File: src/rtl/alu_result_reg_32bit.sv
// ---------------------------------------------------------------------------
// alu_result_reg_32bit
//
// Purpose:
//    Two-entry registered result buffer placed directly after the ALU function
//    units. Each accepted 32-bit result is stored with its carry, and the
//    zero/negative flags are derived at capture time. Results leave in FIFO
//    order through a valid/ready handshake towards writeback. The buffer
//    breaks the combinational ALU path from writeback timing and can absorb a
//    single cycle of writeback stall without losing a result.
//
// Ports:
//    clk        in   1   rising-edge clock
//    rst_n      in   1   synchronous, active-low reset
//    IN_VALID   in   1   Z/C carry a valid ALU result this cycle
//    IN_READY   out  1   buffer can accept a result this cycle
//    Z          in  32   ALU result
//    C          in   1   carry-out belonging to Z
//    OUT_VALID  out  1   head entry holds a valid result
//    OUT_READY  in   1   writeback consumes the head entry this cycle
//    R          out 32   head entry result (0 when empty)
//    FLAGS      out  3   head entry flags {carry, negative, zero} (0 when empty)
//    COUNT      out  2   occupancy, 0..2
// ---------------------------------------------------------------------------
module alu_result_reg_32bit (
   input  logic        clk,
   input  logic        rst_n,
   input  logic        IN_VALID,
   output logic        IN_READY,
   input  logic [31:0] Z,
   input  logic        C,
   output logic        OUT_VALID,
   input  logic        OUT_READY,
   output logic [31:0] R,
   output logic [2:0]  FLAGS,
   output logic [1:0]  COUNT
);

   // Occupancy state; the encoding equals the entry count so COUNT is a
   // direct copy of the state register.
   typedef enum logic [1:0] {
      ST_EMPTY = 2'd0,
      ST_ONE   = 2'd1,
      ST_FULL  = 2'd2
   } occ_state_t;

   occ_state_t  r_state;
   occ_state_t  w_state_next;

   logic        r_wr_ptr;
   logic        r_rd_ptr;
   logic [31:0] r_data  [0:1];
   logic [2:0]  r_flags [0:1];

   logic        w_push;
   logic        w_pop;
   logic [2:0]  w_flags_in;

   // ------------------------------------------------------------------------
   // Handshake decode. IN_READY depends only on registered occupancy and
   // rst_n, so there is no combinational path from OUT_READY to IN_READY.
   // ------------------------------------------------------------------------
   assign IN_READY  = rst_n & (r_state != ST_FULL);
   assign OUT_VALID = (r_state != ST_EMPTY);
   assign COUNT     = r_state;

   assign w_push = IN_VALID  & IN_READY;
   assign w_pop  = OUT_VALID & OUT_READY;

   // Flags captured alongside the data: {carry, negative, zero}.
   assign w_flags_in = {C, Z[31], (Z == 32'h0000_0000)};

   // ------------------------------------------------------------------------
   // Occupancy FSM: state register
   // ------------------------------------------------------------------------
   always_ff @(posedge clk) begin
      if (!rst_n) begin
         r_state <= ST_EMPTY;
      end else begin
         r_state <= w_state_next;
      end
   end

   // ------------------------------------------------------------------------
   // Occupancy FSM: next-state logic. Push is impossible when FULL and pop is
   // impossible when EMPTY because the handshake decode already masks them.
   // ------------------------------------------------------------------------
   always_comb begin
      w_state_next = r_state;
      unique case (r_state)
         ST_EMPTY: begin
            if (w_push) begin
               w_state_next = ST_ONE;
            end
         end
         ST_ONE: begin
            // push & pop together keeps one entry: the new result becomes
            // the head as the old head retires.
            if (w_push && !w_pop) begin
               w_state_next = ST_FULL;
            end else if (!w_push && w_pop) begin
               w_state_next = ST_EMPTY;
            end
         end
         ST_FULL: begin
            if (w_pop) begin
               w_state_next = ST_ONE;
            end
         end
         default: begin
            w_state_next = ST_EMPTY;
         end
      endcase
   end

   // ------------------------------------------------------------------------
   // Pointers. Single-bit pointers wrap 1 -> 0 naturally by inversion.
   // ------------------------------------------------------------------------
   always_ff @(posedge clk) begin
      if (!rst_n) begin
         r_wr_ptr <= 1'b0;
         r_rd_ptr <= 1'b0;
      end else begin
         if (w_push) begin
            r_wr_ptr <= ~r_wr_ptr;
         end
         if (w_pop) begin
            r_rd_ptr <= ~r_rd_ptr;
         end
      end
   end

   // ------------------------------------------------------------------------
   // Entry storage. Entries are cleared on reset so stale results can never
   // resurface on R after a mid-stream reset.
   // ------------------------------------------------------------------------
   always_ff @(posedge clk) begin
      if (!rst_n) begin
         for (int i = 0; i < 2; i++) begin
            r_data[i]  <= 32'h0000_0000;
            r_flags[i] <= 3'b000;
         end
      end else if (w_push) begin
         r_data[r_wr_ptr]  <= Z;
         r_flags[r_wr_ptr] <= w_flags_in;
      end
   end

   // ------------------------------------------------------------------------
   // Head presentation: forced to zero when the buffer is empty. There is no
   // bypass from Z, so a result is visible one cycle after it is accepted.
   // ------------------------------------------------------------------------
   always_comb begin
      R     = 32'h0000_0000;
      FLAGS = 3'b000;
      if (OUT_VALID) begin
         R     = r_data[r_rd_ptr];
         FLAGS = r_flags[r_rd_ptr];
      end
   end

endmodule

File: config.mk
export PLATFORM = sky130hd
export DESIGN_NAME = alu_result_reg_32bit
export DESIGN_NICKNAME = d
export VERILOG_FILES = /design/src/rtl/alu_result_reg_32bit.sv
export SDC_FILE = /design/constraint.sdc
export NUM_CORES = 1
export LEC_CHECK = 0
export ABC_AREA = 1
export CORE_ASPECT_RATIO = 0.7
export CORE_UTILIZATION = 54
export CTS_CLUSTER_DIAMETER = 120
export CTS_CLUSTER_SIZE = 16
export DETAILED_ROUTE_END_ITERATION = 8
export GPL_ROUTABILITY_DRIVEN = 0
export PLACE_DENSITY = 0.85
export SYNTH_ARGS = -nofsm -noshare
export SYNTH_HDL_FRONTEND = slang
export SYNTH_SLANG_ARGS = --single-unit
export TNS_END_PERCENT = 10
File: constraint.sdc
create_clock -name clk -period 3.32 [get_ports clk]
set_input_delay 0.664 -clock clk [delete_from_list [all_inputs] [get_ports clk]]
set_output_delay 0.664 -clock clk [all_outputs]
set_load 0.02 [all_outputs]
==> results.json <==
{
  "avgRoutedWirePerCell_microns": 14.5,
  "r2r-end": "r_data[1][30]$_SDFFCE_PN0P_",
  "synthArstFlopShare_pct": 0,
  "detailed_place_hpwl_mm": 4.89,
  "ios": 76,
  "postCtsSetupBuffers": 0,
  "via_per_inst": 5.13,
  "hold_path_depth": 2,
  "status": "complete, no violations",
  "seq_area_frac_synth_pct": 64.3,
  "htree_num_levels": 3,
  "reg2reg_from": "COUNT[0]$_SDFFE_PN0P_",
  "grt_pass1_vias": 2448,
  "worst-r2r-cell-count": 7,
  "vias": 2586,
  "synth_top_area_share_pct": 61.3,
  "fin_crit_ps": 3120,
  "synth_area_leaders": "edfxtp_1 (61%), nor2_1 (9.4%), nand2_1 (8.8%)",
  "drive_gt1_share_pct": 6.06,
  "clock_skew_ps": 8.34,
  "grtUsageTotal_pct": 24.7,
  "clkSlewWorstSetupHoldPaths_ps": 70,
  "clock_path_buffers": 2,
  "start_util_pct": 57.0,
  "power_density_nw_per_um2": 533,
  "crit_chain": "clkinv_1 > nand2_1 > a21oi_1 > clkdlybuf4s50_1",
  "cts_tree": "yes",
  "critPathMaxFanout": 34,
  "fin_crit_sh_pct": 93.9,
  "grt_pass1_wl_mm": 11.3,
  "setup_viol": 0,
  "maxSlewHeadroom_pct": 31.9,
  "yosysTopAreaCell": "edfxtp_1",
  "cp_num_buf_inv": 2,
  "die_w_microns": 95.9,
  "synth_edf_count": 68,
  "drt-total-wl_mm": 7.32,
  "yosysMostFrequentCell": "nor2_1",
  "max_freq_ghz": 0.321,
  "fp-row-count": 23,
  "critPathCaptureType": "output pin",
  "drtIter0Drc": 205,
  "cp.required_ps": 2660,
  "die_y_microns": 67.7,
  "cpMaxStageDelayCell": "clkinv_1",
  "ys_warn_count": 0,
  "startpoint_type": "flip-flop",
  "syn_nets": 387,
  "finalHoldViolCount": 0,
  "min_to": "r_rd_ptr$_SDFFE_PN0P_",
  "r2r_slack_ps": 1210,
  "min_path_type": "flip-flop to flip-flop",
  "rsz0062_at_grt": "false",
  "cts_hold_repair.buffers": 0,
  "cts-root-buf": "clkbuf_8",
  "cp_top_family": "buffers and inverters",
  "hp-start": "r_rd_ptr$_SDFFE_PN0P_",
  "syn_inst": 349,
  "path_class": "flip-flop to output pin",
  "die_area_sq_um": 6490,
  "ir_drop_v": 0.000476,
  "cts_resized": 0,
  "syn_area_sq_um": 3330,
  "antenna_found_initial": 0,
  "slew_violations": 0,
  "p_leak_nw": 1.77,
  "worstPathArrival_ps": 2450,
  "firstDrtPassIters": 4,
  "fin_nets": 462,
  "area_growth_pct": 30.3,
  "portBuffers": 75,
  "cpPeakStageDelay_ps": 790,
  "worstSkewPairLatency_ps": 350,
  "grt_max_degree": 36,
  "worst_pin_slew_ps": 1020,
  "finalSetupTns_ps": 0,
  "drc": 0,
  "overflow": 0,
  "final_util_pct": 74.3,
  "cts_num_sinks": 73,
  "synth_flop_cell": "edfxtp_1",
  "numCtsBuffers": 9,
  "syn_avg_cell_area_sq_um": 9.55,
  "drv_cap": 0,
  "ant_nets": 0,
  "synth_cell_types": 21,
  "core_sq_um": 5840,
  "synthTopCellsByCount": "nor2_1 (83), nand2_1 (78), edfxtp_1 (68), inv_1 (39), a21oi_1 (37)",
  "num_antenna_cells": 0,
  "synth_seq_cells": 73
}
-- worst max path at each step --
stage               cells past startpoint                          to      start
floorplan                               5  r_data[0][0]$_SDFFCE_PN0P_   IN_VALID
global placement                        4                    IN_READY      rst_n
detailed placement                      4                       R[19]  flip-flop
CTS                                     4                       R[16]  flip-flop
finish                                  4                       R[16]  flip-flop
global route                            4                       R[20]  flip-flop
-- placed cells by master, fill, tap and decap left out, types with 3 or more instances in the layout --
cell and instances:
inv_1 39, nand2_1 78, nor2_1 83, edfxtp_1 68, dfxtp_1 5, nand3_1 9, clkdlybuf4s50_1 75, bufinv_16 3
buf_4 6, clkbuf_8 9, a21oi_1 37
-- metal layers --
metal,routed length (microns),GRT usage (%),up-vias
met5,0,0,-
met3,651,7.32,6
met4,62,8.21,0
met1,3000,30.7,1206
met2,3600,41.7,110
li1,-,-,1264
-- registers in the layout, indices dropped and copies added (netlist names), named ones only --
register  flops
r_wr_ptr      1
r_rd_ptr      1
r_data       62
COUNT         2
r_flags       6
-- through the flow --
stage / area, sq um / setup slack [ps] / instances / power (mW) / hold slack, ps
finish: 4340 / 204 / 504 / 2.31 / 535
global route: 4340 / 33.1 / 504 / 2.40 / 561
CTS: 4340 / 177 / 504 / 2.32 / 542
detailed placement: 4110 / 579 / 488 / 1.52 / 525
global placement: 4110 / 616 / 488 / 1.51 / 512
floorplan: 3330 / 1110 / 349 / 1.33 / 472
-- cell type report --
| class | count | area [sq um] |
|---|---|---|
| Sequential cell | 73 | 2140 |
| Fill cell | 401 | 1500 |
| Multi-Input combinational cell | 217 | 917 |
| Timing Repair Buffer | 81 | 796 |
| Inverter | 42 | 158 |
| Clock buffer | 10 | 128 |
| Clock inverter | 6 | 106 |
| Tap cell | 75 | 93.8 |
-- power breakdown --
group | switching (mW) | total, mW | internal (mW)
combinational | 0.248 | 0.413 | 0.164
clock | 0.312 | 0.808 | 0.495
sequential | 0.0220 | 1.09 | 1.07
total | 0.583 | 2.31 | 1.73
-- worst register-to-register path: cells and delay by family (launching register included) --
| family | cells | cell delay [ps] |
|---|---|---|
| AND/OR/NAND/NOR | 4 | 810 |
| buffers and inverters | 3 | 510 |
| flip-flops | 1 | 470 |
-- cell families (layout without fill, tap and decap cells) --
kind of cell               Yosys count  count (layout)  synth area share, %
adders and majority gates            1               1                0.375
AOI/OAI and AO/OA                   37              37                 5.56
xor gates and xnor gates             1               1                0.263
and+or+nand+nor                    178             178                 21.3
buffers and inverters               59             139                 8.19
DFF                                 73              73                 64.3
Note: power is estimated with default switching activity, not from simulation.
